===== src/rtl/serial_subtractor_8bits.sv =====
// rtl/serial_subtractor_8bits.sv - bit-serial first_byte - second_byte - borrow_in, LSB first
// One operand bit per clock; start/busy/done handshake, result held until the next completion.
module serial_subtractor_8bits #(
  parameter int WIDTH = 8
) (
  input  logic             clk,
  input  logic             rst,
  input  logic             start,
  input  logic [WIDTH-1:0] first_byte,
  input  logic [WIDTH-1:0] second_byte,
  input  logic             borrow_in,
  output logic             busy,
  output logic             done,
  output logic [WIDTH-1:0] diff_bytes,
  output logic             borrow_out
);

  localparam int CNT_W = $clog2(WIDTH);
  localparam logic [CNT_W-1:0] LAST_BIT = CNT_W'(WIDTH - 1);

  localparam logic [0:0] S_IDLE = 1'b0;
  localparam logic [0:0] S_RUN  = 1'b1;

  logic [0:0]       state_q, state_d;
  logic [CNT_W-1:0] cnt_q, cnt_d;
  logic [WIDTH-1:0] a_q, a_d;
  logic [WIDTH-1:0] b_q, b_d;
  logic             br_q, br_d;
  logic [WIDTH-1:0] res_q, res_d;
  logic             busy_q, busy_d;
  logic             done_q, done_d;
  logic [WIDTH-1:0] diff_q, diff_d;
  logic             bout_q, bout_d;

  logic d_bit;
  logic br_nxt;

  // Operands shift right so the current bit is always at index 0.
  assign d_bit  = a_q[0] ^ b_q[0] ^ br_q;
  assign br_nxt = (~a_q[0] & b_q[0]) | (~(a_q[0] ^ b_q[0]) & br_q);

  always_comb begin
    state_d = state_q;
    cnt_d   = cnt_q;
    a_d     = a_q;
    b_d     = b_q;
    br_d    = br_q;
    res_d   = res_q;
    busy_d  = busy_q;
    done_d  = 1'b0;
    diff_d  = diff_q;
    bout_d  = bout_q;

    case (state_q)
      S_IDLE: begin
        if (start) begin
          a_d     = first_byte;
          b_d     = second_byte;
          br_d    = borrow_in;
          cnt_d   = '0;
          busy_d  = 1'b1;
          state_d = S_RUN;
        end
      end
      S_RUN: begin
        a_d   = a_q >> 1;
        b_d   = b_q >> 1;
        br_d  = br_nxt;
        res_d = {d_bit, res_q[WIDTH-1:1]};
        cnt_d = cnt_q + CNT_W'(1);
        if (cnt_q == LAST_BIT) begin
          // Last bit: publish the completed word, never a partial one.
          diff_d  = res_d;
          bout_d  = br_nxt;
          busy_d  = 1'b0;
          done_d  = 1'b1;
          cnt_d   = '0;
          state_d = S_IDLE;
        end
      end
      default: begin
        state_d = S_IDLE;
        busy_d  = 1'b0;
      end
    endcase
  end

  always_ff @(posedge clk) begin
    if (rst) begin
      state_q <= S_IDLE;
      cnt_q   <= '0;
      a_q     <= '0;
      b_q     <= '0;
      br_q    <= 1'b0;
      res_q   <= '0;
      busy_q  <= 1'b0;
      done_q  <= 1'b0;
      diff_q  <= '0;
      bout_q  <= 1'b0;
    end else begin
      state_q <= state_d;
      cnt_q   <= cnt_d;
      a_q     <= a_d;
      b_q     <= b_d;
      br_q    <= br_d;
      res_q   <= res_d;
      busy_q  <= busy_d;
      done_q  <= done_d;
      diff_q  <= diff_d;
      bout_q  <= bout_d;
    end
  end

  assign busy       = busy_q;
  assign done       = done_q;
  assign diff_bytes = diff_q;
  assign borrow_out = bout_q;

endmodule

===== config.mk =====
export PLATFORM = sky130hd
export DESIGN_NAME = serial_subtractor_8bits
export DESIGN_NICKNAME = d
export VERILOG_FILES = /design/src/rtl/serial_subtractor_8bits.sv
export SDC_FILE = /design/constraint.sdc
export NUM_CORES = 1
export LEC_CHECK = 0
export ABC_AREA = 1
export BUFFER_PORTS_ARGS = -buffer_cell sky130_fd_sc_hd__clkbuf_2
export CAP_MARGIN = 20
export CORE_MARGIN = 10
export CORE_UTILIZATION = 54
export CTS_CLUSTER_SIZE = 14
export DETAILED_ROUTE_END_ITERATION = 10
export PLACE_DENSITY = 0.76
export REMOVE_ABC_BUFFERS = 1
export SLEW_MARGIN = 5
export SYNTH_ARGS = -nofsm -noshare
export SYNTH_HDL_FRONTEND = slang
export SYNTH_SLANG_ARGS = --single-unit

===== constraint.sdc =====
create_clock -name clk -period 1.75 [get_ports clk]
set_clock_uncertainty 0.2 [all_clocks]
set_input_delay 0 -clock clk [delete_from_list [all_inputs] [get_ports clk]]
set_output_delay 0 -clock clk [all_outputs]
set_load 0.01 [all_outputs]

# Word-level counts from Yosys, hierarchy flattened
# Index checks and enable logic that the tools add are counted.
[word_totals]
regBits = 40
in_bits = 20
output_inout_bits = 11
word_cells = 41
[classes]
addsub = 1
n_eq_ne = 3
muxes = 16
n_bitwise = 8
reduce_logical = 3
[op_table]
columns = ["op", "n"]
rows = [
  ["case mux 8 bit (2 select lines)", 2],
  ["2-to-1 mux 8 bit", 2],
  ["2-to-1 mux 1 bit", 6],
  ["2-to-1 mux 3 bit", 2],
  ["case mux 1 bit (2 select lines)", 3],
  ["case mux 3 bit (2 select lines)", 1],
  ["AND reduction 2 bit", 2],
  ["adder 3 x 1 -> 3 bit, second input constant", 1],
  ["equality test 3 bit, second input constant", 1],
  ["NOT 1 bit", 3],
  ["AND 1 bit", 2],
  ["!= test 2 x 1 -> 1 bit, second input constant", 1],
  ["!= test 2 bit, second input constant", 1],
  ["OR reduction 2 bit", 1],
  ["XOR 1 bit", 2],
  ["bitwise OR 1 bit", 1],
]

# Depth between registers and ports, before layout
# Gate-level depths: netlist (run 1).
[logic_depth]
depth_word = 5
mapped_depth = 7
depth_no_buf = 7

# Worst setup path before layout (run 1)
# No wires, ideal clock.
[synth_path]
kind = "register -> register"
from = "reg cnt_q[0]"
to = "reg bout_q (netlist: borrow_out)"
setup_time_ps = 131
arrival_time_ps = 1016
path_slack_ps = 404
stages_incl_launch_ff = 7
n_path_buf = 0
path_cell_list = "dfxtp_1 > ha_1 > ha_1 > nand2_4 > clkinv_4 > nand2_1 > a21oi_2"
[synth_via]
elab_chain_len = 2
[synth_lines]
columns = ["item", "line_no", "source"]
rows = [
  ["from (decl)", "25", "logic [CNT_W-1:0] cnt_q, cnt_d;"],
  ["from (signal assigned)", "102", "cnt_q <= cnt_d;"],
  ["equality test 3 bit", "71", "if (cnt_q == LAST_BIT) begin"],
  ["AND reduction 2 bit (no source line)", "-", ""],
  ["to (signal assigned)", "110", "bout_q <= bout_d;"],
  ["to (decl)", "33", "logic bout_q, bout_d;"],
]
# Every way passes these cells.
# A chain may end at the register's enable or synchronous reset.

# Worst setup path in the final report (run 1)
[layout_path]
from = "reg cnt_q[0]"
to = "reg diff_q[5] (netlist: diff_bytes[5])"
[layout_via]
elab_chain_len = 2
[layout_lines]
columns = ["item", "line_no", "source"]
rows = [
  ["equality test 3 bit", "71", ""],
  ["AND reduction 2 bit (no source line)", "-", ""],
  ["to (signal assigned)", "109", "diff_q <= diff_d;"],
  ["to (decl)", "32", "logic [WIDTH-1:0] diff_q, diff_d;"],
]
# Every way passes these cells.

==> flow_summary.yaml, run 1 <==
status:
  outcome: "complete, no violations"
clock_network:
  clock_latency_ps: 340
  cts_sinks: 39
  clk_pin_slew_ps: 120
  cts_buffer_depth: 2
  clockRootBuffer: "clkbuf_4"
  cts_resized: 0
  cts_tree: "done"
  post-cts-setup-buffer-count: 0
  cts_max_level: 2
  numCtsBuffers: 5
die:
  core_area_sq_um: 3000
  die_width_um: 75.5
  start_util: 0.554
  die_h_um: 75.5
  rows: 20
  die_area_sq_um: 5700
  io_pins: 31
global_route:
  grt_max_degree: 30
  grt.overflow.total: 0
  grt_first_pass_wirelength_um: 6060
  antenna_found_initial: 0
  grt_pass1_vias: 1382
  grt.total_usage: 0.136
setup_path:
  end_kind: "register"
  r2r.worst_path.cells: 6
  r2r_start: "cnt_q[0]"
  max_stage_delay_ps: 350
  crit_slowest_cell: "dfxtp_1"
  cpLargestDelayFamily: "adder cells"
  critPathKind: "register to register"
  crit_chain: "ha_1, ha_1, nand2_4, clkinv_4, nor2_1, nor2_1"
  cp-start-kind: "register"
  arrival_ps: 1510
  worst-endpoint-required_ps: 1800
  r2r_end: "diff_bytes[5]"
  crit_fanout: 10
  worst-path-buf-inv: 1
  reg2reg_slack_ps: 290
detailed_routing:
  ant_nets: 0
  drcViolationCount: 0
  first_pass_iters: 6
  finalWirelength_um: 3540
  drtIter0Drc: 68
  wl_per_cell_um: 11.6
  vias: 1461
  vias_per_cell: 4.79
layout:
  antenna_cells: 0
  nNetsFinal: 295
  ff_latch_area_sq_um: 781
  drive_gt1_frac: 0.165
  final_cells: 305
  fillers: 269
  syn_to_final_growth_pct: 24.2
  final_util: 0.688
  multi_input_area_sq_um: 697
synth:
  netlist_area_sq_um: 1660
  syn_inst: 225
  syn_area_per_cell_sq_um: 7.39
  ys_types: 18
  ys_ff_latch: 39
  ys_seq_area_frac: 0.470
  ys_warn_count: 0
timing:
  max_freq_ghz: 0.685
  period_share: 0.834
  rsz0062_at_grt: "no"
  tightest_slew_ps: 696
  finalSetupViolations: 0
  maxSlewHeadroom: 0.536
  fin_ws_ps: 290
  fin_crit_ps: 1460
  slew_violations: 0
  final_hold_viol_count: 0
place:
  io_buffers: 30
  dp.cells: 279
  place_congestion: 0.769
  dp_hpwl_um: 2230
  dp_slack_ps: 299
flow_run:
  maxCapViolCount: 0
worst_hold_path:
  worstHoldPathType: "primary input to register"
  whs_path_depth: 3
  hp-start: "start"
  min_to: "state_q"
power_and_ir_drop:
  p_leak_uw: 0.00102
  power_uw: 1750
  power_density_nw_per_um2: 848
  ir_worst_vdd_mv: 0.804
[synth_stat cells]
library cell,instances,area share
fa_1,1,0.012
clkbuf_1,1,0.0023
nand3_1,30,0.090
inv_1,21,0.047
nand2_4,1,0.0068
buf_6,5,0.034
o21ai_0,9,0.027
nand2_1,71,0.16
buf_4,3,0.014
a21oi_2,1,0.0053
nor2_1,23,0.052
buf_2,3,0.0090
dfxtp_1,39,0.47
nor3_1,1,0.0030
clkinv_4,1,0.0053
ha_1,3,0.023
a21oi_1,11,0.033
nor2_4,1,0.0068
[logic make-up (layout without fill, tap and decap cells)]
family,Yosys count,in the layout,synth area share
buffers and inverters,34,81,0.111
AOI/OAI and AO/OA,21,21,0.0655
DFF,39,39,0.470
and+or+nand+nor,127,127,0.319
adders and majority gates,4,4,0.0346
[state kept, by name (all words and copies together), names as in the netlist]
name and cells:
diff_bytes 8, b_q 8, br_q 1, busy 1, done 1, borrow_out 1, state_q 1, cnt_q 3
res_q 7, a_q 8
[tightest hold or removal path, delay by kind of cell]
family / cells / cell delay (ps)
and+or+nand+nor: 2 / 270
buffers and inverters: 1 / 250
[cell usage in the layout, fill, tap and decap left out, drive strengths merged, types with 9 or more instances in the layout]
cell          n
nand2        72
dfxtp        39
clkbuf       35
nand3        30
nor2         24
inv          21
dlygate4sd3  18
a21oi        12
o21ai         9
[final cells by class]
cell class                      count  share of cell area
Timing Repair Buffer               51               0.183
Inverter                           22              0.0424
Clock inverter                      3              0.0212
Sequential cell                    39               0.378
Multi-Input combinational cell    152               0.337
Tap cell                           33              0.0200
Clock buffer                        5              0.0182
[per-stage QoR]
| stage | TNS, ps | instance area, sq um | hold slack [ps] |
|---|---|---|---|
| after floorplan | -1930 | 1570 | -138 |
| after global placement | 0 | 1800 | 33.1 |
| after detailed placement | 0 | 1800 | 35.3 |
| after CTS | 0 | 2070 | 3.82 |
| after global routing | 0 | 2070 | 31.2 |
| final | 0 | 2070 | 11.3 |
[power by group]
group / leakage, uW / internal (uW) / switching (uW)
clock: 0.0000452 / 301 / 305
sequential: 0.000318 / 920 / 18.3
combinational: 0.000660 / 97.7 / 110
[worst max path at each step]
stage / to / start / depth (start not counted)
finish: diff_bytes[5] / cnt_q[0] / 6
global route: b_q[2] / state_q / 5
CTS: diff_bytes[5] / cnt_q[0] / 6
detailed placement: diff_bytes[2] / cnt_q[0] / 6
global placement: diff_bytes[5] / cnt_q[0] / 6
floorplan: a_q[0] / state_q / 5
[per-layer routing]
layer	vias to the layer above	share of wire	GRT usage	wire length, um
li1	791	-	-	-
met1	628	0.46	0.161	1610
met2	38	0.47	0.225	1660
met3	4	0.061	0.0378	216
met4	0	0.016	0.0557	55
met5	-	0	0	0
[repair_timing]
action	in CTS	in global routing
setup endpoints to repair	0	0
hold buffers	18	0
hold endpoints to repair	29	0
(Power assumes the default switching activity.)
==> inputs of run 2 (changes only) <==
CORE_UTILIZATION = 48   (was 54)
PLACE_DENSITY = 0.71   (was 0.76)
clock period = 1.3 ns   (was 1.75 ns; I/O delays follow)
==> run 2 against run 1 <==
The flow now finishes with violations (setup timing). Cell count rose by 11%. Power rose by 32%. Sequential share of layout area is 5.6 points lower. Fmax is 5.2% higher. Combinational power rose by 96%.
==> flow_summary.yaml, run 2 (synthesis gave the netlist of run 1 again) <==
die:
  start_util: 0.498
  die_h_um: 78.9
  io_pins: 31
  die_area_sq_um: 6220
  rows: 21
  core_area_sq_um: 3340
  die_width_um: 78.9
power_and_ir_drop:
  p_leak_uw: 0.00124
  p_clk_frac: 0.274
  pwr-share-comb: 0.175
  pwr-share-seq: 0.550
  power.switching_uw: 627
  ir_worst_vdd_mv: 0.718
  swShare: 0.270
  internal_power_uw: 1690
  power_density_nw_per_um2: 946
setup_path:
  end_kind: "register"
  crit_chain: "fa_2, nand2_1, a21oi_2"
  crit_slowest_cell: "fa_2"
  crit_fanout: 2
  r2r.worst_path.cells: 3
  cpLargestDelayFamily: "adder cells"
  worst-endpoint-required_ps: 1390
  worst-path-buf-inv: 0
  cp_num_cells: 3
  critPathKind: "register to register"
  max_stage_delay_ps: 580
  cp-start-kind: "register"
  arrival_ps: 1480
clock_network:
  cts_tree: "done"
  clk_pin_slew_ps: 120
  cts_buffer_depth: 2
  cts_max_level: 2
  clock_latency_ps: 350
  cts_sinks: 39
  clockRootBuffer: "clkbuf_4"
  numCtsBuffers: 5
place:
  dp_hpwl_um: 2380
  dp_slack_ps: -134
  io_buffers: 30
  place_congestion: 0.734
status:
  violations: "setup timing"
  outcome: "finished, violations left"
layout:
  syn_to_final_growth_pct: 47.6
  drive_gt1_frac: 0.380
  layout_common_cells: "nand2_1 (57), dfxtp_1 (33), clkbuf_2 (29), dlygate4sd3_1 (19)"
  antenna_cells: 0
  nNetsFinal: 316
  layout_commonest_cell: "nand2_1"
timing:
  finalSetupViolations: 18
  fin_crit_ps: 1390
  whs_ps: 248
  slew_violations: 0
  fin_tns_setup_ps: -475
  period_share: 1.07
  tightest_slew_ps: 330
  maxSlewHeadroom: 0.780
  fin_ws_ps: -88.1
  max_freq_ghz: 0.720
  final_hold_viol_count: 0
  rsz0062_at_grt: "yes"
worst_hold_path:
  worstHoldPathType: "primary input to register"
  whs_path_depth: 4
global_route:
  grt.total_usage: 0.128
  grt_max_degree: 21
  antenna_found_initial: 0
  grt_first_pass_wirelength_um: 6670
  grt_pass1_vias: 1576
  grt.overflow.total: 0
detailed_routing:
  wl_per_cell_um: 13.3
  first_pass_iters: 4
  drcViolationCount: 0
  vias: 1673
  finalWirelength_um: 4510
  ant_nets: 0
  drtIter0Drc: 172
  vias_per_cell: 4.95
flow_run:
  maxCapViolCount: 0
==> run 2: changes by cell type in the layout (fill, tap and decap cells not counted), sizes merged <==
cell | previous run | this run
dlygate4sd3 | 18 | 19
clkbuf | 35 | 36
bufinv | 1 | 0
inv | 21 | 22
nand2 | 72 | 73
buf | 3 | 19
clkinv | 3 | 1
clkinvlp | 0 | 3
==> run 2: area by class of cell <==
class / count / area (sq um)
timing repair buffer: 68 / 537
multi-input combinational: 153 / 892
sequential: 39 / 791
tap: 46 / 57.6
clock buffer: 6 / 51.3
fill: 240 / 883
clock inverter: 1 / 5.00
timing repair inverter: 3 / 26.3
inverter: 22 / 93.8
==> run 2: worst paths after layout <==
kind / slack (ps) / from / endpoint
worst max-delay path: -90 / a_q[0] / res_q[7]
worst min register to register: 270 / b_q[7] / b_q[7]
worst max register to register: -90 / a_q[0] / res_q[7]
worst min-delay path: 250 / first_byte[7] / a_q[7]
==> run 2: metrics by stage <==
step                std cells   util  instance area (sq um)  power (uW)
floorplan                 213      -                   1570        1420
global placement          298  0.552                   1840        1530
detailed placement        298  0.552                   1840        1530
CTS                       331  0.662                   2210        2230
global route              338  0.735                   2450        2420
finish                    338  0.735                   2450        2320
==> run 2: power groups by stage <==
stage / registers, uW / clock network [uW] / logic (uW)
CTS: 1270 / 643 / 319
finish: 1280 / 637 / 407
floorplan: 1300 / 0 / 123
global route: 1280 / 688 / 451
detailed placement: 1290 / 0 / 241
global placement: 1290 / 0 / 241
==> run 2: worst min-delay path: stages <==
cell           delay (ps)
dlygate4sd3_1         540
clkbuf_2              100
nand2_1                50
a21oi_1                50
==> run 2: per-layer routing <==
layer,vias up,part of all wire,wire length (um),GRT usage
li1,841,-,-,-
met1,763,0.42,1890,0.142
met2,60,0.50,2240,0.226
met3,9,0.064,289,0.0372
met4,0,0.020,90,0.0448
met5,-,0,0,0
==> run 2: what timing repair did <==
item / in CTS / in global routing
setup buffers: 2 / 6
hold buffers: 19 / 0
resized for setup: 29 / 52
endpoints found under the hold margin: 39 / 0
cloned: 5 / 1
pin swaps: 8 / 2
setup endpoints to repair: 35 / 30
==> inputs of run 3 (changes only) <==
CORE_UTILIZATION = 58   (was 48)
PLACE_DENSITY = 0.81   (was 0.71)
REMOVE_ABC_BUFFERS = not set   (was 1)
SLEW_MARGIN = not set   (was 5)
clock period = 1.65 ns   (was 1.3 ns; I/O delays follow)
==> run 3 against run 2 <==
The run now ends clean. Die area shrank 13%. Highest routed layer unchanged. Via count fell by 8.3%. Clock power decreased by 11%. Fmax is 12% lower. Worst hold slack got worse by 24 ps.
==> flow_summary.yaml, run 3 (synthesis gave the netlist of run 1 again) <==
setup_path:
  worst-endpoint-required_ps: 1750
  startpoint: "state_q"
  critPathKind: "register to register"
  r2r.worst_path.cells: 5
  crit_chain: "inv_1, nand3_1, nand3_1, nand2_1, inv_1"
  max_stage_delay_ps: 510
  end_kind: "register"
  crit_fanout: 22
  arrival_ps: 1680
  crit_slowest_cell: "inv_1"
  cp-start-kind: "register"
  r2r_start: "state_q"
detailed_routing:
  finalWirelength_um: 3770
  vias: 1534
  vias_per_cell: 4.95
  first_pass_iters: 7
  drcViolationCount: 0
  ant_nets: 0
  drtIter0Drc: 134
  wl_per_cell_um: 12.2
worst_hold_path:
  whs_path_depth: 4
  hp-start: "first_byte[7]"
  worstHoldPathType: "primary input to register"
layout:
  layout_common_cells: "nand2_1 (71), dfxtp_1 (39), nand3_1 (30), clkbuf_2 (30), nor2_1 (23)"
  drive_gt1_frac: 0.180
  nNetsFinal: 301
  multi_input_area_sq_um: 697
  ff_latch_area_sq_um: 781
  fillers: 204
  syn_to_final_growth_pct: 25.1
  final_cells: 310
  layout_commonest_cell: "nand2_1"
power_and_ir_drop:
  p_leak_uw: 0.00104
  power_density_nw_per_um2: 861
  ir_worst_vdd_mv: 0.817
clock_network:
  clockRootBuffer: "clkbuf_4"
  cts_sinks: 39
  clock_latency_ps: 350
  clk_pin_slew_ps: 120
  cts_max_level: 2
  cts_buffer_depth: 2
  numCtsBuffers: 5
  post-cts-setup-buffer-count: 0
  cts_resized: 0
  cts_tree: "done"
die:
  io_pins: 31
  core_area_sq_um: 2760
  die_h_um: 73.5
  die_width_um: 73.5
  start_util: 0.603
  die_area_sq_um: 5410
  rows: 19
global_route:
  top_usage_layer: "met2"
  antenna_found_initial: 0
  grt.overflow.total: 0
  use_met2: 0.241
  grt.total_usage: 0.148
  grt_pass1_vias: 1433
  met1_usage: 0.169
  grt_first_pass_wirelength_um: 6420
  grt_max_degree: 23
  grtUsageMet3: 0.0485
timing:
  rsz0062_at_grt: "yes"
  max_freq_ghz: 0.631
  period_share: 0.961
  fin_crit_ps: 1590
  fin_ws_ps: 64.5
  finalSetupViolations: 0
  tightest_slew_ps: 640
  slew_violations: 0
  maxSlewHeadroom: 0.573
  final_hold_viol_count: 0
  fin_tns_setup_ps: 0
synth:
  syn_nets: 249
place:
  dp_hpwl_um: 2420
  dp.cells: 282
  place_congestion: 0.748
  dp_slack_ps: 184
  io_buffers: 30
flow_run:
  maxCapViolCount: 0
status:
  outcome: "complete, no violations"
## run 3: repair_timing
action                                  CTS  global route
endpoints found under the setup margin    0             3
endpoints found under the hold margin    39             0
hold buffers                             19             0
## run 3: where the power goes
group	switching [uW]	total, uW	internal [uW]
sequential	21.1	997	976
combinational	121	227	106
clock	317	566	249
total	459	1790	1330
## run 3: cell type report
type                       instances  area share
sequential                        39       0.375
multi-input combinational        152       0.335
timing repair buffer              57       0.193
inverter                          22      0.0421
clock buffer                       7      0.0313
tap                               31      0.0187
clock inverter                     1     0.00361
antenna                            1     0.00120
## run 3: routing by layer
metal	wire length (um)	share of wire
met1	1550	0.41
met5	0	0
met4	124	0.033
met3	262	0.070
met2	1830	0.49
## run 3: metrics by stage
stage           util  hold slack [ps]  total power, uW  instance area, sq um
2_1_floorplan      -             -131             1160                  1660
6_report       0.754              223             1790                  2080
3_3_place_gp   0.658             38.0             1200                  1810
5_1_grt        0.753              209             1870                  2080
4_1_cts        0.753              215             1790                  2080
3_5_place_dp   0.658             38.0             1200                  1810
## run 3: critical path: cells and delay by family, from the launching register on
family | cells | cell delay [ps]
flops | 1 | 400
simple gates | 3 | 370
buf+inv | 2 | 560
## run 3: path summary, 6_finish.rpt
| check | endpoint | slack [ps] |
|---|---|---|
| max | b_q[3] | 60 |
| min reg2reg | res_q[1] | 270 |
| max reg2reg | b_q[3] | 60 |
| min | a_q[7] | 220 |
